<file path="src/rtl/cvxif_result_arbiter_if.sv">
// Result-channel bundle between NrSrc functional units, the CPU commit port
// and the arbiter that shares the single CV-X-IF result channel.
//   slave  : arbiter side. It takes source requests, commit info and
//            result_ready_i. It drives src_ready_o, result_*_o and
//            drop_count_o.
//   master : environment side. This is the functional units plus the CPU.
interface cvxif_result_arbiter_if #(
  parameter int unsigned NrSrc       = 2,
  parameter int unsigned IdWidth     = 4,
  parameter int unsigned HartidWidth = 1,
  parameter int unsigned DataWidth   = 64
);
  logic [NrSrc-1:0]             src_valid_i;
  logic [NrSrc-1:0]             src_ready_o;
  logic [NrSrc*HartidWidth-1:0] src_hartid_i;
  logic [NrSrc*IdWidth-1:0]     src_id_i;
  logic [NrSrc*DataWidth-1:0]   src_data_i;
  logic [NrSrc*5-1:0]           src_rd_i;
  logic [NrSrc-1:0]             src_we_i;

  logic                         commit_valid_i;
  logic [HartidWidth-1:0]       commit_hartid_i;
  logic [IdWidth-1:0]           commit_id_i;
  logic                         commit_kill_i;

  logic                         result_valid_o;
  logic                         result_ready_i;
  logic [HartidWidth-1:0]       result_hartid_o;
  logic [IdWidth-1:0]           result_id_o;
  logic [DataWidth-1:0]         result_data_o;
  logic [4:0]                   result_rd_o;
  logic                         result_we_o;
  logic [15:0]                  drop_count_o;

  modport slave (
    input  src_valid_i, src_hartid_i, src_id_i, src_data_i, src_rd_i, src_we_i,
    input  commit_valid_i, commit_hartid_i, commit_id_i, commit_kill_i,
    input  result_ready_i,
    output src_ready_o,
    output result_valid_o, result_hartid_o, result_id_o, result_data_o,
    output result_rd_o, result_we_o, drop_count_o
  );

  modport master (
    output src_valid_i, src_hartid_i, src_id_i, src_data_i, src_rd_i, src_we_i,
    output commit_valid_i, commit_hartid_i, commit_id_i, commit_kill_i,
    output result_ready_i,
    input  src_ready_o,
    input  result_valid_o, result_hartid_o, result_id_o, result_data_o,
    input  result_rd_o, result_we_o, drop_count_o
  );
endinterface

</file>
<file path="src/rtl/cvxif_result_arbiter.sv">
// Round-robin arbiter for the CV-X-IF result channel.
// It picks one of NrSrc functional-unit results and holds it in a single
// output register until the CPU takes it with result_ready_i. Results whose
// instruction the CPU kills on the commit port are dropped and counted in a
// saturating 16-bit counter.
// Ports:
//   clk_i : clock.
//   rst_i : synchronous reset, active-high.
//   bus   : cvxif_result_arbiter_if.slave. It carries the per-source request
//           fields (packed, source 0 in the LSBs), src_ready_o grants, the
//           commit/kill port, the result_* channel and drop_count_o.
module cvxif_result_arbiter #(
  parameter int unsigned NrSrc       = 2,
  parameter int unsigned IdWidth     = 4,
  parameter int unsigned HartidWidth = 1,
  parameter int unsigned DataWidth   = 64
) (
  input  logic                   clk_i,
  input  logic                   rst_i,
  cvxif_result_arbiter_if.slave  bus
);

  localparam int unsigned PtrWidth = (NrSrc > 1) ? $clog2(NrSrc) : 1;

  typedef enum logic {
    EMPTY = 1'b0,
    HOLD  = 1'b1
  } state_e;

  state_e                 state_q, state_d;
  logic [PtrWidth-1:0]    ptr_q, ptr_d;
  logic [HartidWidth-1:0] hartid_q, hartid_d;
  logic [IdWidth-1:0]     id_q, id_d;
  logic [DataWidth-1:0]   data_q, data_d;
  logic [4:0]             rd_q, rd_d;
  logic                   we_q, we_d;
  logic [15:0]            drop_cnt_q, drop_cnt_d;

  logic                   grant_valid;
  logic [PtrWidth-1:0]    grant_idx;
  logic [HartidWidth-1:0] gnt_hartid;
  logic [IdWidth-1:0]     gnt_id;
  logic [DataWidth-1:0]   gnt_data;
  logic [4:0]             gnt_rd;
  logic                   gnt_we;

  logic                   kill_strobe;
  logic                   held_match;
  logic                   held_drop;
  logic                   accept;
  logic                   grant;
  logic                   in_match;
  logic                   in_drop;
  logic                   load;
  logic [1:0]             drop_inc;
  logic [16:0]            drop_sum;
  logic [NrSrc-1:0]       src_ready;

  // Round-robin scan that starts at ptr_q and wraps modulo NrSrc.
  always_comb begin
    int unsigned idx;
    grant_valid = 1'b0;
    grant_idx   = '0;
    for (int unsigned off = 0; off < NrSrc; off++) begin
      idx = int'(ptr_q) + off;
      if (idx >= NrSrc) idx = idx - NrSrc;
      if (!grant_valid && bus.src_valid_i[idx[PtrWidth-1:0]]) begin
        grant_valid = 1'b1;
        grant_idx   = idx[PtrWidth-1:0];
      end
    end
  end

  always_comb begin
    gnt_hartid = bus.src_hartid_i[int'(grant_idx)*HartidWidth +: HartidWidth];
    gnt_id     = bus.src_id_i[int'(grant_idx)*IdWidth +: IdWidth];
    gnt_data   = bus.src_data_i[int'(grant_idx)*DataWidth +: DataWidth];
    gnt_rd     = bus.src_rd_i[int'(grant_idx)*5 +: 5];
    gnt_we     = bus.src_we_i[grant_idx];
  end

  assign kill_strobe = bus.commit_valid_i & bus.commit_kill_i;
  assign held_match  = (state_q == HOLD) & kill_strobe &
                       (bus.commit_id_i == id_q) & (bus.commit_hartid_i == hartid_q);
  // A transfer in the same cycle takes priority over a kill of the held entry.
  assign held_drop   = held_match & ~bus.result_ready_i;

  // A kill of the held entry frees the register in the same cycle. This lets
  // a new grant load alongside the drop, so held and incoming kills can
  // coincide.
  assign accept      = (state_q == EMPTY) | bus.result_ready_i | held_match;
  assign grant       = accept & grant_valid;
  assign in_match    = kill_strobe & (bus.commit_id_i == gnt_id) &
                       (bus.commit_hartid_i == gnt_hartid);
  assign in_drop     = grant & in_match;
  assign load        = grant & ~in_match;

  always_comb begin
    src_ready = '0;
    if (!rst_i && grant) src_ready[grant_idx] = 1'b1;
  end
  assign bus.src_ready_o = src_ready;

  assign drop_inc = {1'b0, held_drop} + {1'b0, in_drop};
  assign drop_sum = {1'b0, drop_cnt_q} + {15'd0, drop_inc};

  always_comb begin
    state_d    = state_q;
    ptr_d      = ptr_q;
    hartid_d   = hartid_q;
    id_d       = id_q;
    data_d     = data_q;
    rd_d       = rd_q;
    we_d       = we_q;
    drop_cnt_d = drop_sum[16] ? 16'hFFFF : drop_sum[15:0];

    if (grant) begin
      if (int'(grant_idx) == NrSrc - 1) ptr_d = '0;
      else                              ptr_d = grant_idx + PtrWidth'(1);
    end

    if (load) begin
      state_d  = HOLD;
      hartid_d = gnt_hartid;
      id_d     = gnt_id;
      data_d   = gnt_data;
      rd_d     = gnt_rd;
      we_d     = gnt_we;
    end else begin
      unique case (state_q)
        HOLD:    state_d = (bus.result_ready_i || held_match) ? EMPTY : HOLD;
        default: state_d = EMPTY;
      endcase
    end
  end

  always_ff @(posedge clk_i) begin
    if (rst_i) begin
      state_q    <= EMPTY;
      ptr_q      <= '0;
      hartid_q   <= '0;
      id_q       <= '0;
      data_q     <= '0;
      rd_q       <= '0;
      we_q       <= 1'b0;
      drop_cnt_q <= '0;
    end else begin
      state_q    <= state_d;
      ptr_q      <= ptr_d;
      hartid_q   <= hartid_d;
      id_q       <= id_d;
      data_q     <= data_d;
      rd_q       <= rd_d;
      we_q       <= we_d;
      drop_cnt_q <= drop_cnt_d;
    end
  end

  assign bus.result_valid_o  = (state_q == HOLD);
  assign bus.result_hartid_o = hartid_q;
  assign bus.result_id_o     = id_q;
  assign bus.result_data_o   = data_q;
  assign bus.result_rd_o     = rd_q;
  assign bus.result_we_o     = we_q;
  assign bus.drop_count_o    = drop_cnt_q;

endmodule

</file>
<file path="src/flat_wrapper.sv">
// flat-port wrapper written by rule: the top's interface ports become plain ports
module cvxif_result_arbiter_flat 
#(
  parameter int unsigned NrSrc       = 2,
  parameter int unsigned IdWidth     = 4,
  parameter int unsigned HartidWidth = 1,
  parameter int unsigned DataWidth   = 64
)
  (clk_i, rst_i, bus_src_valid_i, bus_src_hartid_i, bus_src_id_i, bus_src_data_i, bus_src_rd_i, bus_src_we_i, bus_commit_valid_i, bus_commit_hartid_i, bus_commit_id_i, bus_commit_kill_i, bus_result_ready_i, bus_src_ready_o, bus_result_valid_o, bus_result_hartid_o, bus_result_id_o, bus_result_data_o, bus_result_rd_o, bus_result_we_o, bus_drop_count_o);
  cvxif_result_arbiter_if #(.NrSrc(NrSrc), .IdWidth(IdWidth), .HartidWidth(HartidWidth), .DataWidth(DataWidth)) bus_i ();
  input  logic clk_i;
  input  logic rst_i;
  input wire logic [$bits(bus_i.src_valid_i)-1:0] bus_src_valid_i;
  input wire logic [$bits(bus_i.src_hartid_i)-1:0] bus_src_hartid_i;
  input wire logic [$bits(bus_i.src_id_i)-1:0] bus_src_id_i;
  input wire logic [$bits(bus_i.src_data_i)-1:0] bus_src_data_i;
  input wire logic [$bits(bus_i.src_rd_i)-1:0] bus_src_rd_i;
  input wire logic [$bits(bus_i.src_we_i)-1:0] bus_src_we_i;
  input wire logic [$bits(bus_i.commit_valid_i)-1:0] bus_commit_valid_i;
  input wire logic [$bits(bus_i.commit_hartid_i)-1:0] bus_commit_hartid_i;
  input wire logic [$bits(bus_i.commit_id_i)-1:0] bus_commit_id_i;
  input wire logic [$bits(bus_i.commit_kill_i)-1:0] bus_commit_kill_i;
  input wire logic [$bits(bus_i.result_ready_i)-1:0] bus_result_ready_i;
  output wire logic [$bits(bus_i.src_ready_o)-1:0] bus_src_ready_o;
  output wire logic [$bits(bus_i.result_valid_o)-1:0] bus_result_valid_o;
  output wire logic [$bits(bus_i.result_hartid_o)-1:0] bus_result_hartid_o;
  output wire logic [$bits(bus_i.result_id_o)-1:0] bus_result_id_o;
  output wire logic [$bits(bus_i.result_data_o)-1:0] bus_result_data_o;
  output wire logic [$bits(bus_i.result_rd_o)-1:0] bus_result_rd_o;
  output wire logic [$bits(bus_i.result_we_o)-1:0] bus_result_we_o;
  output wire logic [$bits(bus_i.drop_count_o)-1:0] bus_drop_count_o;
  assign bus_i.src_valid_i = bus_src_valid_i;
  assign bus_i.src_hartid_i = bus_src_hartid_i;
  assign bus_i.src_id_i = bus_src_id_i;
  assign bus_i.src_data_i = bus_src_data_i;
  assign bus_i.src_rd_i = bus_src_rd_i;
  assign bus_i.src_we_i = bus_src_we_i;
  assign bus_i.commit_valid_i = bus_commit_valid_i;
  assign bus_i.commit_hartid_i = bus_commit_hartid_i;
  assign bus_i.commit_id_i = bus_commit_id_i;
  assign bus_i.commit_kill_i = bus_commit_kill_i;
  assign bus_i.result_ready_i = bus_result_ready_i;
  assign bus_src_ready_o = bus_i.src_ready_o;
  assign bus_result_valid_o = bus_i.result_valid_o;
  assign bus_result_hartid_o = bus_i.result_hartid_o;
  assign bus_result_id_o = bus_i.result_id_o;
  assign bus_result_data_o = bus_i.result_data_o;
  assign bus_result_rd_o = bus_i.result_rd_o;
  assign bus_result_we_o = bus_i.result_we_o;
  assign bus_drop_count_o = bus_i.drop_count_o;
  cvxif_result_arbiter #(.NrSrc(NrSrc), .IdWidth(IdWidth), .HartidWidth(HartidWidth), .DataWidth(DataWidth)) u_core (.clk_i(clk_i), .rst_i(rst_i), .bus(bus_i));
endmodule
</file>
<file path="config.mk">
export PLATFORM = sky130hd
export DESIGN_NAME = cvxif_result_arbiter_flat
export DESIGN_NICKNAME = d
export VERILOG_FILES = /design/src/rtl/cvxif_result_arbiter_if.sv /design/src/rtl/cvxif_result_arbiter.sv /design/src/flat_wrapper.sv
export SDC_FILE = /design/constraint.sdc
export NUM_CORES = 1
export LEC_CHECK = 0
export CAP_MARGIN = 20
export CORE_MARGIN = 2
export CORE_UTILIZATION = 45
export DETAILED_ROUTE_END_ITERATION = 8
export PLACE_DENSITY = 0.88
export SYNTH_ARGS = -nofsm -noshare
export SYNTH_HDL_FRONTEND = slang
export SYNTH_SLANG_ARGS = --single-unit
</file>
<file path="constraint.sdc">
create_clock -name clk_i -period 5.74 [get_ports clk_i]
set_input_delay 0.861 -clock clk_i [delete_from_list [all_inputs] [get_ports clk_i]]
set_output_delay 0.861 -clock clk_i [all_outputs]
set_load 0.02 [all_outputs]
</file>
Yosys cells after proc, flatten, opt, wreduce, memory -nomap -nowiden
Index checks and enable logic that the tools add are counted.
{ "word_totals": {"rom_bits": 0, "ramBits": 0, "register_bits": 93, "mem_count": 0, "latch_bits": 0, "inputBits": 162, "word_cells": 70} }
{ "classes": {"n_mul": 1, "n_div": 0, "addsub": 6, "bitwise_logic": 15, "n_eq_ne": 4, "order_cmp": 6, "n_mux": 20, "shifts": 4, "reduce_logical": 6} }
{ "ops": {"columns": ["cell", "count"], "rows": [
  ["$shiftx A128 B8 Y64", 1],
  ["$shiftx A10 B32 Y5", 1],
  ["$add A16 B2 Y17", 1],
  ["$mux W1", 17],
  ["$mux W16", 1],
  ["$and A1 B1 Y1", 10],
  ["$eq A4 B4 Y1", 2],
  ["$shiftx A8 B4 Y4", 1],
  ["$lt A1 B2 Y1 const B", 3],
  ["$mul A1 B3 Y4 const B", 1],
  ["$logic_and A1 B1 Y1", 3],
  ["$not A1 Y1", 3],
  ["$add A1 B1 Y2", 1],
  ["$add A1 B1 Y2 const B", 1],
  ["$eq A1 B1 Y1", 2],
  ["$ge A1 B2 Y1 const B", 1],
  ["$ge A2 B2 Y1 const B", 1],
  ["$logic_not A1 Y1", 2],
  ["$mux W2", 1],
  ["$or A1 B1 Y1", 2],
  ["$shiftx A2 B2 Y1", 1],
  ["$sub A1 B1 Y1 const B", 2],
  ["$add A1 B1 Y1 const B", 1],
  ["$demux W1 S1", 1],
  ["2 further kinds", 2]
]} }

Depth between registers and ports, before layout
Gate-level depths: netlist (run 1).
{ "logic_depth": {"depth_word": 16, "ltp_mapped": 13, "mapped_depth_nobuf": 13} }

Worst setup path before layout (run 1)
OpenSTA, ideal clock, no wires.
{ "synth_timing": {"path_kind": "input port to flip-flop", "start": "in bus_commit_valid_i", "end": "reg u_core.drop_cnt_q[2], in the netlist u_core.bus.drop_count_o[2]", "slack_ns": 2.300, "path_stages": 12, "t_required_ns": 5.669, "arrival_ns": 3.370, "path_cell_list": "and2_1 nand4_1 o31ai_4 a21boi_0 nand3_1 fa_1 inv_1 ha_1 nand4_1 or2_2 clkbuf_1 a21oi_1"} }
{ "synth_between": {"elab_chain_cells": 10} }
{ "synth_rtl": {"columns": ["item", "line", "text"], "rows": [
  ["start, declared", "flat_wrapper.sv:19", "input wire logic [$bits(bus_i.commit_valid_i)-1:0] bus_commit_valid_i;"],
  ["$and A1 B1 Y1 *", "cvxif_result_arbiter.sv:82", "assign kill_strobe = bus.commit_valid_i & bus.commit_kill_i;"],
  ["$and A1 B1 Y1 (2 in a row)", "cvxif_result_arbiter.sv:83", "assign held_match = (state_q == HOLD) & kill_strobe &"],
  ["$and A1 B1 Y1", "cvxif_result_arbiter.sv:84", "(bus.commit_id_i == id_q) & (bus.commit_hartid_i == hartid_q);"],
  ["$or A1 B1 Y1", "cvxif_result_arbiter.sv:91", "assign accept = (state_q == EMPTY) | bus.result_ready_i | held_match;"],
  ["$and A1 B1 Y1", "cvxif_result_arbiter.sv:92", "assign grant = accept & grant_valid;"],
  ["$and A1 B1 Y1", "cvxif_result_arbiter.sv:95", "assign in_drop = grant & in_match;"],
  ["$add A1 B1 Y2 *", "cvxif_result_arbiter.sv:104", "assign drop_inc = {1'b0, held_drop} + {1'b0, in_drop};"],
  ["$add A16 B2 Y17 *", "cvxif_result_arbiter.sv:105", "assign drop_sum = {1'b0, drop_cnt_q} + {15'd0, drop_inc};"],
  ["$mux W16 *", "cvxif_result_arbiter.sv:115", "drop_cnt_d = drop_sum[16] ? 16'hFFFF : drop_sum[15:0];"],
  ["end signal, assigned", "cvxif_result_arbiter.sv:155", "drop_cnt_q <= drop_cnt_d;"],
  ["end, declared", "cvxif_result_arbiter.sv:37", "logic [15:0] drop_cnt_q, drop_cnt_d;"]
]} }
Mark *: on every way between the ends. The rest lies on a longest branch, timed or not.
A chain may end at the register's enable or synchronous reset.

Worst setup path after layout (run 1)
{ "layout_timing": {"start": "in bus_src_valid_i[0]", "end": "out bus_src_ready_o[1]"} }
{ "layout_between": {"elab_chain_cells": 11} }
{ "layout_rtl": {"columns": ["item", "line", "text"], "rows": [
  ["start, declared", "flat_wrapper.sv:13", "input wire logic [$bits(bus_i.src_valid_i)-1:0] bus_src_valid_i;"],
  ["$mux W1 (implied by the code) (2 in a row)", "cvxif_result_arbiter.sv:67", "if (!grant_valid && bus.src_valid_i[idx[PtrWidth-1:0]]) begin"],
  ["$mux W1", "cvxif_result_arbiter.sv:67", null],
  ["$logic_not A1 Y1", "cvxif_result_arbiter.sv:67", null],
  ["$logic_and A1 B1 Y1", "cvxif_result_arbiter.sv:67", null],
  ["$mux W1", "cvxif_result_arbiter.sv:67", null],
  ["$lt A1 B2 Y1 (implied by the code) / $ge A1 B1 Y1 (equally long branches)", "cvxif_result_arbiter.sv:100", "if (!rst_i && grant) src_ready[grant_idx] = 1'b1;"],
  ["$logic_and A1 B1 Y1 (implied by the code)", "cvxif_result_arbiter.sv:100", null],
  ["$mux W1 (implied by the code)", "cvxif_result_arbiter.sv:100", null],
  ["$demux W1 S1", null, null],
  ["$mux W2 *", "cvxif_result_arbiter.sv:100", null],
  ["end, declared", "flat_wrapper.sv:24", "output wire logic [$bits(bus_i.src_ready_o)-1:0] bus_src_ready_o;"]
]} }
Mark *: on every way between the ends. The rest lies on a longest branch, timed or not. The select of a mux whose other input is x is not followed.

==> impl_results.md, run 1 <==
- Initial antenna violation count: 0
- Initial core utilization: 46.2%
- Post-CTS Setup Inserts: 0
- TritonCTS clock tree: built
- Status: finished clean
- Syn_nets: 784
- Layout cells sized above 1: 12.5%
- Worst Setup SP: bus_src_valid_i[0]
- Die X: 113 um
- CP endpoint kind: output port
- TritonCTS Sinks: 93
- Crit start category: primary input
- R2r endpoint: u_core.bus.drop_count_o[13]
- Fillers: 876
- Crit-path max FO: 41
- Critical path required time: 4.88 ns
- HP Class: reg2reg
- Post-Syn Area: 5300 um2
- # nets final: 1010
- Post-synth top flop: dfxtp_1
- Xor and xnor fraction of the mapped netlist area: 2.98%
- DRC errors left: 0
- Post-DP HPWL: 10700 um
- Hold Crit Start: u_core.bus.drop_count_o[14]
- Largest net degree at the start of global routing: 87
- Leading post-synthesis cells by instance count: nand2_1, dfxtp_1, a21oi_1
- Clock Tree Root: clkbuf_16
- Antenna viol nets, final: 0
- Top cell type's share of synthesized area: 35.1%
- CTS max path bufs: 2
- Post-Synthesis Cells: 620
- Most common cell in the synthesized netlist: nand2_1
- GRT overflow: 0
- Placer congestion estimate: 0.869
- Register area share after synthesis: 35.1%
- Power per cell area: 239 nW/um2
- Hold Vio Cnt, Final: 0
- Worst hold path cell count: 1
- CTS Hold Buffers Added: 0
- CTS Buf Count: 9
- Vias: 5025
- First-pass GRT wire length: 24500 um
- Fin. max-slew vios: 0
- Multi-input logic area: 3150 um2
- Adder-Cell Fraction of Synth Area: 0.614%
- Inserted Diodes: 0
- Clk slew on worst S/H paths: 0.07 ns
- Post-Synth Simple-Gate Area: 24.5%
- Synth top area cells: dfxtp_1, mux2_4, nand2_1, nor2b_1, a21oi_1
- Worst slew margin: 42.0%
- #FFs+latches synth: 93
- Post-synth top area cell: dfxtp_1
- Worst hold endpoint: u_core.bus.drop_count_o[14]
- Vias in the first global route: 5027
- Worst Skew: 0.00568 ns
- Total global-route track usage: 24.1%
- LEAKAGE: 3.27 nW
- Die ar.: 12700 um2
- Min cycle time layout: 4.15 ns
- Number of synthesized flops with an enable pin: 0
- DR pass1 iterations: 7
- Die H: 113 um
- Synth Area in Compound Gates: 11.6%
- Finish-stage setup viols: 0
- Total Wirelength: 15300 um
- Max Clk Rate: 241 MHz
- Routed vias/inst: 5.06
- Distinct cells, synth: 48
- Routed len/inst: 15.4 um
- CP arrival: 3.29 ns
- Clk_lat worst skew: 0.35 ns
- Core area: 11500 um2
- R2R Setup Slk: 2.21 ns
- Overall Power: 0.00195 W
- Layout area overhead: 53.8%
- # port buffers: 255
- Final worst-path cycle share: 72.4%
- 1st-iter DRT viols: 272
- Synth warnings: 0
- Mux share of post-synthesis cell area: 19.7%
- IR Drop Worst-Case VDD: 0.000199 V
- Reg2reg start: u_core.ptr_q
- Post-synth ARST share: 0%
- Max-Cap Viols: 0
- Seq. cell area: 1860 um2
- Site Rows: 39
- RSZ-0062 raised after global routing: no
- Worst-Margin Slew: 0.869 ns
- Final setup TNS: 0 ns
- Largest family of logic cells by synthesized area: simple AND/OR/NAND/NOR gates
- Worst Reg-to-Reg Cells: 13
- IO Pins: 256
- Mean Syn Cell Area: 8.54 um2
- CTS H-Tree Depth: 3
- Crit path kind: in2out
- Resize count post-CTS: 0
report_power, final:
group	internal (W)	switching, W
clock	0.000406	0.000260
combinational	0.000312	0.000245
sequential	0.000698	0.0000258
total	0.00142	0.000531
kinds of logic after synthesis:
kind of cell / Yosys count
AND/OR/NAND/NOR: 272
XOR/XNOR: 18
adder cells (fa/ha/maj): 2
flip-flops: 93
buffers and inverters: 51
multiplexers: 76
AO/OA/AOI/OAI: 108
final cells by class:
cell class,instances,share of cell area [%]
well taps,143,2.20
repair buffers,259,31.8
clock buffers,11,3.10
multi-input cells,476,38.7
clock inverters,5,1.01
flip-flops and latches,93,22.8
inverters,7,0.322
per-stage QoR:
step	hold WS (ns)	std cells	worst slack (ns)	area, um2	utilization (%)
6_report	0.506	994	1.59	8150	71.1
5_1_grt	0.539	994	1.29	8150	71.1
4_1_cts	0.510	994	1.55	8150	71.1
3_5_place_dp	0.493	978	1.23	7810	68.1
3_3_place_gp	0.495	978	1.38	7810	68.1
2_1_floorplan	0.482	620	2.30	5300	-
per-layer routing:
| layer | vias up | global-route usage (%) | part of all wire (%) |
|---|---|---|---|
| met2 | 195 | 40.6 | 48 |
| li1 | 2517 | - | - |
| met3 | 41 | 5.89 | 6.7 |
| met5 | - | 0 | 0 |
| met4 | 0 | 12.8 | 3.7 |
| met1 | 2272 | 28.5 | 41 |
flip-flops by register name (all words and copies together) (netlist names):
name	count
u_core.bus.drop_count_o	16
u_core.bus.result_id_o	4
u_core.bus.result_rd_o	5
u_core.bus.result_data_o	64
u_core.bus.result_valid_o	1
u_core.bus.result_hartid_o	1
u_core.bus.result_we_o	1
u_core.ptr_q	1
worst max path at each step:
stage | depth (start not counted) | slack, ns | to
after global placement | 13 | 1.38 | u_core.bus.drop_count_o[13]
after detailed placement | 14 | 1.23 | u_core.bus.drop_count_o[13]
after CTS | 6 | 1.55 | bus_src_ready_o[1]
after global routing | 14 | 1.29 | u_core.bus.drop_count_o[13]
after floorplan | 12 | 2.30 | u_core.bus.drop_count_o[2]
final | 6 | 1.59 | bus_src_ready_o[1]
cells in the final DEF, fill, tap and decap left out, types with 3 or more instances in the layout:
| master | netlist | final |
|---|---|---|
| buf_4 | 2 | 4 |
| mux2_4 | 50 | 50 |
| inv_1 | 6 | 6 |
| nor2b_1 | 77 | 77 |
| and2_1 | 3 | 3 |
| nor3_1 | 5 | 5 |
| mux2_2 | 25 | 25 |
| nor2_1 | 8 | 7 |
| a211oi_1 | 3 | 3 |
| clkbuf_16 | 0 | 9 |
| nand2_1 | 153 | 152 |
| a21oi_1 | 88 | 88 |
| xnor2_1 | 11 | 11 |
| nand3_1 | 9 | 9 |
| dfxtp_1 | 93 | 93 |
| xor2_1 | 7 | 7 |
| and3_1 | 6 | 6 |
| clkdlybuf4s50_1 | 0 | 254 |
critical path, stage by stage:
cell	delay [ns]
clkdlybuf4s50_1	0.53
nand2b_1	0.13
nand2_2	0.54
buf_4	0.53
nor3_1	0.09
clkdlybuf4s50_1	0.58
No activity file was read; power rests on OpenSTA's default activity.
==> inputs of run 2 (changes only) <==
CORE_UTILIZATION = 37   (was 45)
PLACE_DENSITY = 0.77   (was 0.88)
clock period = 3.4 ns   (was 5.74 ns; I/O delays follow)
==> run 2 against run 1 <==
First-iteration DRC count shrank 0.37%. Non-clock buffer count grew 21. Critical path depth grew 2. Worst hold slack gained 0.00091 ns. Sequential share of layout area shrank 0.59 points. Sequential power grew 69%. Final cell count grew 5.9%. Die area grew 21%. Combinational power grew 73%. Largest power group unchanged.
==> impl_results.md, run 2 (same netlist as run 1, synthesis figures left out) <==
- Vias: 4991 (-0.68%)
- Initial core utilization: 38.0% (-8.2 points)
- Total global-route track usage: 19.9% (-4.3 points)
- Routed vias/inst: 4.74 (-6.2%)
- 1st-iter DRT viols: 271 (-0.37%)
- Worst Setup SP: bus_commit_id_i[3]
- Die ar.: 15300 um2 (+21%)
- Final worst-path cycle share: 95.4%
- DR pass1 iterations: 6 (-1)
- Placer congestion estimate: 0.832 (-4.3%)
- Setup crit end: bus_src_ready_o[0]
- Crit start category: primary input
- Crit path kind: in2out
- Largest net degree at the start of global routing: 160 (+84%)
- HP Class: reg2reg
- Non-filler cells in the finished layout: 1053 (+5.9%)
- GRT overflow: 0 (unchanged)
- Most common cell after layout, fill and taps aside: clkdlybuf4s50_1
- Crit-path max FO: 3 (-93%)
- Largest register FFs: 64 (unchanged)
- DRC errors left: 0 (unchanged)
- Fin. max-slew vios: 0 (unchanged)
- LEAKAGE: 3.37 nW (+3.0%)
- Clk_lat worst skew: 0.34 ns (about the same)
- Worst Skew: 0.00951 ns (+0.00383 ns)
- Routed len/inst: 14.6 um (-4.9%)
- TritonCTS Sinks: 93 (unchanged)
- Power per cell area: 384 nW/um2 (+60%)
- Status: finished clean
- Finish-stage setup viols: 0 (unchanged)
- Max-Cap Viols: 0 (unchanged)
- Initial antenna violation count: 1 (+1)
- First-pass GRT wire length: 24000 um (-2.0%)
- IR Drop Worst-Case VDD: 0.000249 V (+25%)
- CP arrival: 2.73 ns (-0.56 ns)
- Site Rows: 43 (+10%)
- Vias in the first global route: 4765 (-5.2%)
- CTS Buf Count: 9 (unchanged)
- # nets final: 1031 (+2.1%)
- Final worst-path setup slack: 0.156 ns (-1.43 ns)
- Min cycle time layout: 3.24 ns
- Total Wirelength: 15400 um (+0.75%)
- Commonest non-fill, non-tap cells in the layout: clkdlybuf4s50_1, nand2_1, dfxtp_1
- Design area: 8370 um2 (+2.7%)
- Reg2reg start: u_core.bus.result_id_o[3]
- Placed instance count: 1036 (+5.9%)
- Clk slew on worst S/H paths: 0.07 ns (about the same)
- CTS H-Tree Depth: 3 (unchanged)
- Post-CTS Setup Inserts: 0 (unchanged)
- Min Hold Slack: 0.507 ns (+0.000907 ns)
- Layout cells sized above 1: 14.4% (+2.0 points)
- Worst-Margin Slew: 0.668 ns (-0.201 ns)
- R2R Setup Slk: 0.52 ns (-1.69 ns)
- Die X: 124 um (+9.9%)
- # port buffers: 255 (unchanged)
- CTS max path bufs: 2 (unchanged)
- Hold Vio Cnt, Final: 0 (unchanged)
- Worst Reg-to-Reg Cells: 12 (-1)
- Placed Area: 8060 um2 (+3.1%)
- Post-DP HPWL: 10700 um (+0.39%)
- DP Worst Slack: -0.185 ns (-1.42 ns)
- CP endpoint kind: output port
- R2r endpoint: u_core.bus.drop_count_o[0]
- Overall Power: 0.00321 W (+65%)
- Layout area overhead: 57.9%
- Max Clk Rate: 308 MHz
- Antenna viol nets, final: 0 (unchanged)
- TritonCTS clock tree: built
- Critical path required time: 2.89 ns (-1.99 ns)
- Worst slew margin: 55.4% (+13 points)
- RSZ-0062 raised after global routing: no
- Core area: 13900 um2 (+22%)
- Die H: 124 um (+9.9%)
- IO Pins: 256 (unchanged)
- Clock Tree Root: clkbuf_16
-- run 2: cell types whose count changed in the layout (fill, tap and decap cells not counted), sizes merged --
cell | previous run | this run
buf | 5 | 26
clkbuf | 11 | 13
bufinv | 2 | 1
clkinv | 3 | 2
diode | 0 | 1
-- run 2: area by class of cell --
| type | instances | area, um2 |
|---|---|---|
| antenna | 1 | 2.50 |
| clock buffer | 13 | 260 |
| clock inverter | 3 | 43.8 |
| fill | 1231 | 5570 |
| inverter | 7 | 26.3 |
| multi-input combinational | 476 | 3160 |
| sequential | 93 | 1860 |
| tap | 180 | 225 |
| timing repair buffer | 280 | 2790 |
-- run 2: timing repair --
action	CTS	global route
hold buffers	0	0
endpoints found under the setup margin	0	13
gates resized for setup	0	3
-- run 2: how the worst min path moves through the flow --
stage                                      startpoint                           to  slack (ns)  cells past startpoint
final                     u_core.bus.drop_count_o[14]  u_core.bus.drop_count_o[14]        0.51                      1
after floorplan                          u_core.ptr_q                 u_core.ptr_q        0.48                      2
after global placement    u_core.bus.drop_count_o[14]  u_core.bus.drop_count_o[14]        0.49                      1
after CTS                 u_core.bus.drop_count_o[14]  u_core.bus.drop_count_o[14]        0.51                      1
after detailed placement  u_core.bus.drop_count_o[14]  u_core.bus.drop_count_o[14]        0.50                      1
after global routing      u_core.bus.drop_count_o[14]  u_core.bus.drop_count_o[14]        0.54                      1
-- run 2: metrics by stage --
step	TNS, ns	util, %
after detailed placement	-1.87	57.8
after floorplan	0	-
after global routing	0	60.0
after global placement	-0.296	57.8
final	0	60.0
after CTS	0	60.0
-- run 2: metal layers --
layer	vias to the layer above	part of all wire [%]	wire length, um	GRT usage [%]
met5	-	0	0	0
met2	159	48	7350	32.7
met4	0	2.5	392	7.95
li1	2554	-	-	-
met1	2254	42	6510	24.8
met3	24	7.6	1170	5.27
-- run 2: power breakdown --
group	leakage (nW)	switching, W	internal [W]
combinational	2.45	0.000417	0.000546
clock	0.150	0.000414	0.000611
sequential	0.765	0.0000419	0.00118
-- run 2: critical path, cell delays in order --
cell             delay, ns
clkdlybuf4s50_1       0.45
xnor2_1               0.22
nand4_1               0.20
o31ai_4               0.30
buf_4                 0.16
o21ai_2               0.07
nor3_1                0.17
clkdlybuf4s50_1       0.64
==> inputs of run 3 (changes only) <==
CORE_UTILIZATION = 34   (was 37)
GPL_TIMING_DRIVEN = 0   (was default)
PLACE_DENSITY = 0.72   (was 0.77)
REMOVE_ABC_BUFFERS = 1   (was default)
==> run 3 against run 2 <==
Clock power is 7% higher. Register-to-register slack about the same. Worst hold slack improved by 0.012 ns. Critical endpoint is now u_core.bus.drop_count_o[11]. Largest cell class unchanged. Largest power group unchanged. Highest routed layer unchanged.
==> impl_results.md, run 3 (same netlist as run 1, synthesis figures left out) <==
- Worst hold endpoint: u_core.ptr_q
- Finish-stage setup viols: 0 (unchanged)
- TritonCTS clock tree: built
- Crit-path max FO: 6 (+3)
- 1st-iter DRT viols: 262 (-3.3%)
- Total Wirelength: 15900 um (+3.0%)
- Critical path required time: 3.61 ns (+0.72 ns)
- Status: finished clean
- Die H: 129 um (+4.2%)
- Core area: 15200 um2 (+9.1%)
- Fin. max-slew vios: 0 (unchanged)
- Vias: 4967 (-0.48%)
- Worst Reg-to-Reg Cells: 12 (unchanged)
- Final setup TNS: 0 ns (unchanged)
- LEAKAGE: 3.33 nW (-1.1%)
- Clk_lat worst skew: 0.34 ns (about the same)
- Most common cell after layout, fill and taps aside: clkdlybuf4s50_1
- Routed len/inst: 15.2 um (+3.9%)
- Design area: 8340 um2 (-0.25%)
- GRT overflow: 0 (unchanged)
- Vias in the first global route: 4640 (-2.6%)
- Die X: 129 um (+4.2%)
- Worst slew margin: 60.0% (+4.6 points)
- Inserted Diodes: 0 (-1)
- Delay-heaviest family, CP: simple AND/OR/NAND/NOR gates
- Largest register FFs: 64 (unchanged)
- Crit path kind: in2reg
- Layout area overhead: 57.5%
- Final worst-path cycle share: 94.6% (-0.84 points)
- DP Worst Slack: -0.923 ns (-0.738 ns)
- CTS Buf Count: 9 (unchanged)
- Hold Vio Cnt, Final: 0 (unchanged)
- First-pass GRT wire length: 24200 um (+0.78%)
- Crit start category: primary input
- Worst Skew: 0.00744 ns (-0.00207 ns)
- Worst-path cell chain: clkdlybuf4s50_1 -> xnor2_1 -> nand4_1 -> o31ai_4 -> a21boi_4 -> nand3_1 -> fa_1 -> nor2b_1 -> and2_1 -> nand2_1 -> nor2_1 -> xnor2_1 -> a21oi_1
- Routed vias/inst: 4.76 (+0.38%)
- Most Frequent Cell on Critical Path: xnor2_1
- Clk slew on worst S/H paths: 0.07 ns (about the same)
- HP Class: reg2reg
- RSZ-0062 raised after global routing: no
- Initial antenna violation count: 0 (-1)
- Worst-Margin Slew: 0.600 ns (-0.0683 ns)
- Initial core utilization: 34.8% (-3.2 points)
- CP endpoint kind: flop
- Commonest non-fill, non-tap cells in the layout: clkdlybuf4s50_1, nand2_1, dfxtp_1
- Max Clk Rate: 311 MHz (+0.89%)
- TritonCTS Sinks: 93 (unchanged)
- Largest net degree at the start of global routing: 95 (-41%)
- Die ar.: 16600 um2 (+8.5%)
- Placer congestion estimate: 0.792 (-4.8%)
- CTS max path bufs: 2 (unchanged)
- Power per cell area: 395 nW/um2 (+3.1%)
- Antenna viol nets, final: 0 (unchanged)
- CTS H-Tree Depth: 3 (unchanged)
- Min cycle time layout: 3.22 ns (-0.0285 ns)
- Total global-route track usage: 18.4% (-1.5 points)
- Layout cells sized above 1: 13.6% (-0.90 points)
- R2r endpoint: u_core.bus.drop_count_o[11]
- Clock Tree Root: clkbuf_16
- CP arrival: 3.43 ns (+0.70 ns)
- Final Util: 54.9% (-5.1 points)
- IO Pins: 256 (unchanged)
- Placed Area: 7930 um2 (-1.5%)
- Critical path buffers and inverters: 1 (-2)
- DR pass1 iterations: 4 (-2)
- # nets final: 1016 (-1.5%)
- Final worst-path setup slack: 0.184 ns (+0.0285 ns)
- Max-Cap Viols: 0 (unchanged)
- Post-DP HPWL: 10400 um (-3.2%)
- Hold Crit Start: u_core.ptr_q
- IR Drop Worst-Case VDD: 0.000277 V (+11%)
- CP peak stage delay: 0.55 ns (-0.09 ns)
- # port buffers: 255 (unchanged)
- DRC errors left: 0 (unchanged)
- Worst hold path cell count: 2 (+1)
- R2R Setup Slk: 0.52 ns (about the same)
- Slowest CP cell: clkdlybuf4s50_1
- Reg2reg start: u_core.bus.result_id_o[3]
- Site Rows: 45 (+4.7%)
## run 3: how the worst max path moves through the flow
stage / startpoint / end / slack (ns) / cells after the start
final: bus_commit_id_i[2] / u_core.bus.drop_count_o[11] / 0.18 / 13
after global routing: bus_commit_id_i[2] / u_core.bus.drop_count_o[13] / 0.004 / 14
after CTS: bus_src_valid_i[0] / u_core.bus.drop_count_o[11] / 0.07 / 13
after detailed placement: bus_src_valid_i[1] / u_core.bus.drop_count_o[13] / -0.92 / 13
after global placement: rst_i / bus_src_ready_o[1] / -3.36 / 3
after floorplan: bus_src_valid_i[0] / bus_src_ready_o[0] / -0.61 / 3
## run 3: area by class of cell
cell class | instances | area, um2
fill | 1389 | 6860
multi-input combinational | 478 | 3220
timing repair buffer | 263 | 2680
sequential | 93 | 1860
clock buffer | 10 | 239
tap | 188 | 235
clock inverter | 5 | 83.8
inverter | 7 | 26.3
## run 3: per-layer routing
metal  GRT usage, %  wire [um]
met4           5.43        273
met2           29.5       7290
met5              0          0
met3           6.86       1310
met1           23.1       7010
## run 3: what timing repair did
action,CTS,global route
hold buffers,0,0
resized for setup,8,7
setup endpoints to repair,59,15
buffers inserted,1,3
pin swaps,3,0
cloned,1,1
## run 3: tightest hold or removal path, delay by kind of cell (launching register included)
family | cells | cell delay (ns)
DFF | 1 | 0.32
and+or+nand+nor | 1 | 0.10
AOI/OAI and AO/OA | 1 | 0.05
## run 3: metrics by stage
step / std cells / power, W / hold WS, ns
6_report: 1044 / 0.00330 / 0.519
3_3_place_gp: 1019 / 0.00220 / 0.485
4_1_cts: 1040 / 0.00333 / 0.502
5_1_grt: 1044 / 0.00346 / 0.545
2_1_floorplan: 576 / 0.00171 / 0.477
3_5_place_dp: 1023 / 0.00220 / 0.493
## run 3: where the power goes
part | internal [W] | switching (W) | total [W]
clock network | 0.000663 | 0.000441 | 0.00110
logic | 0.000544 | 0.000431 | 0.000975
registers | 0.00118 | 0.0000418 | 0.00122
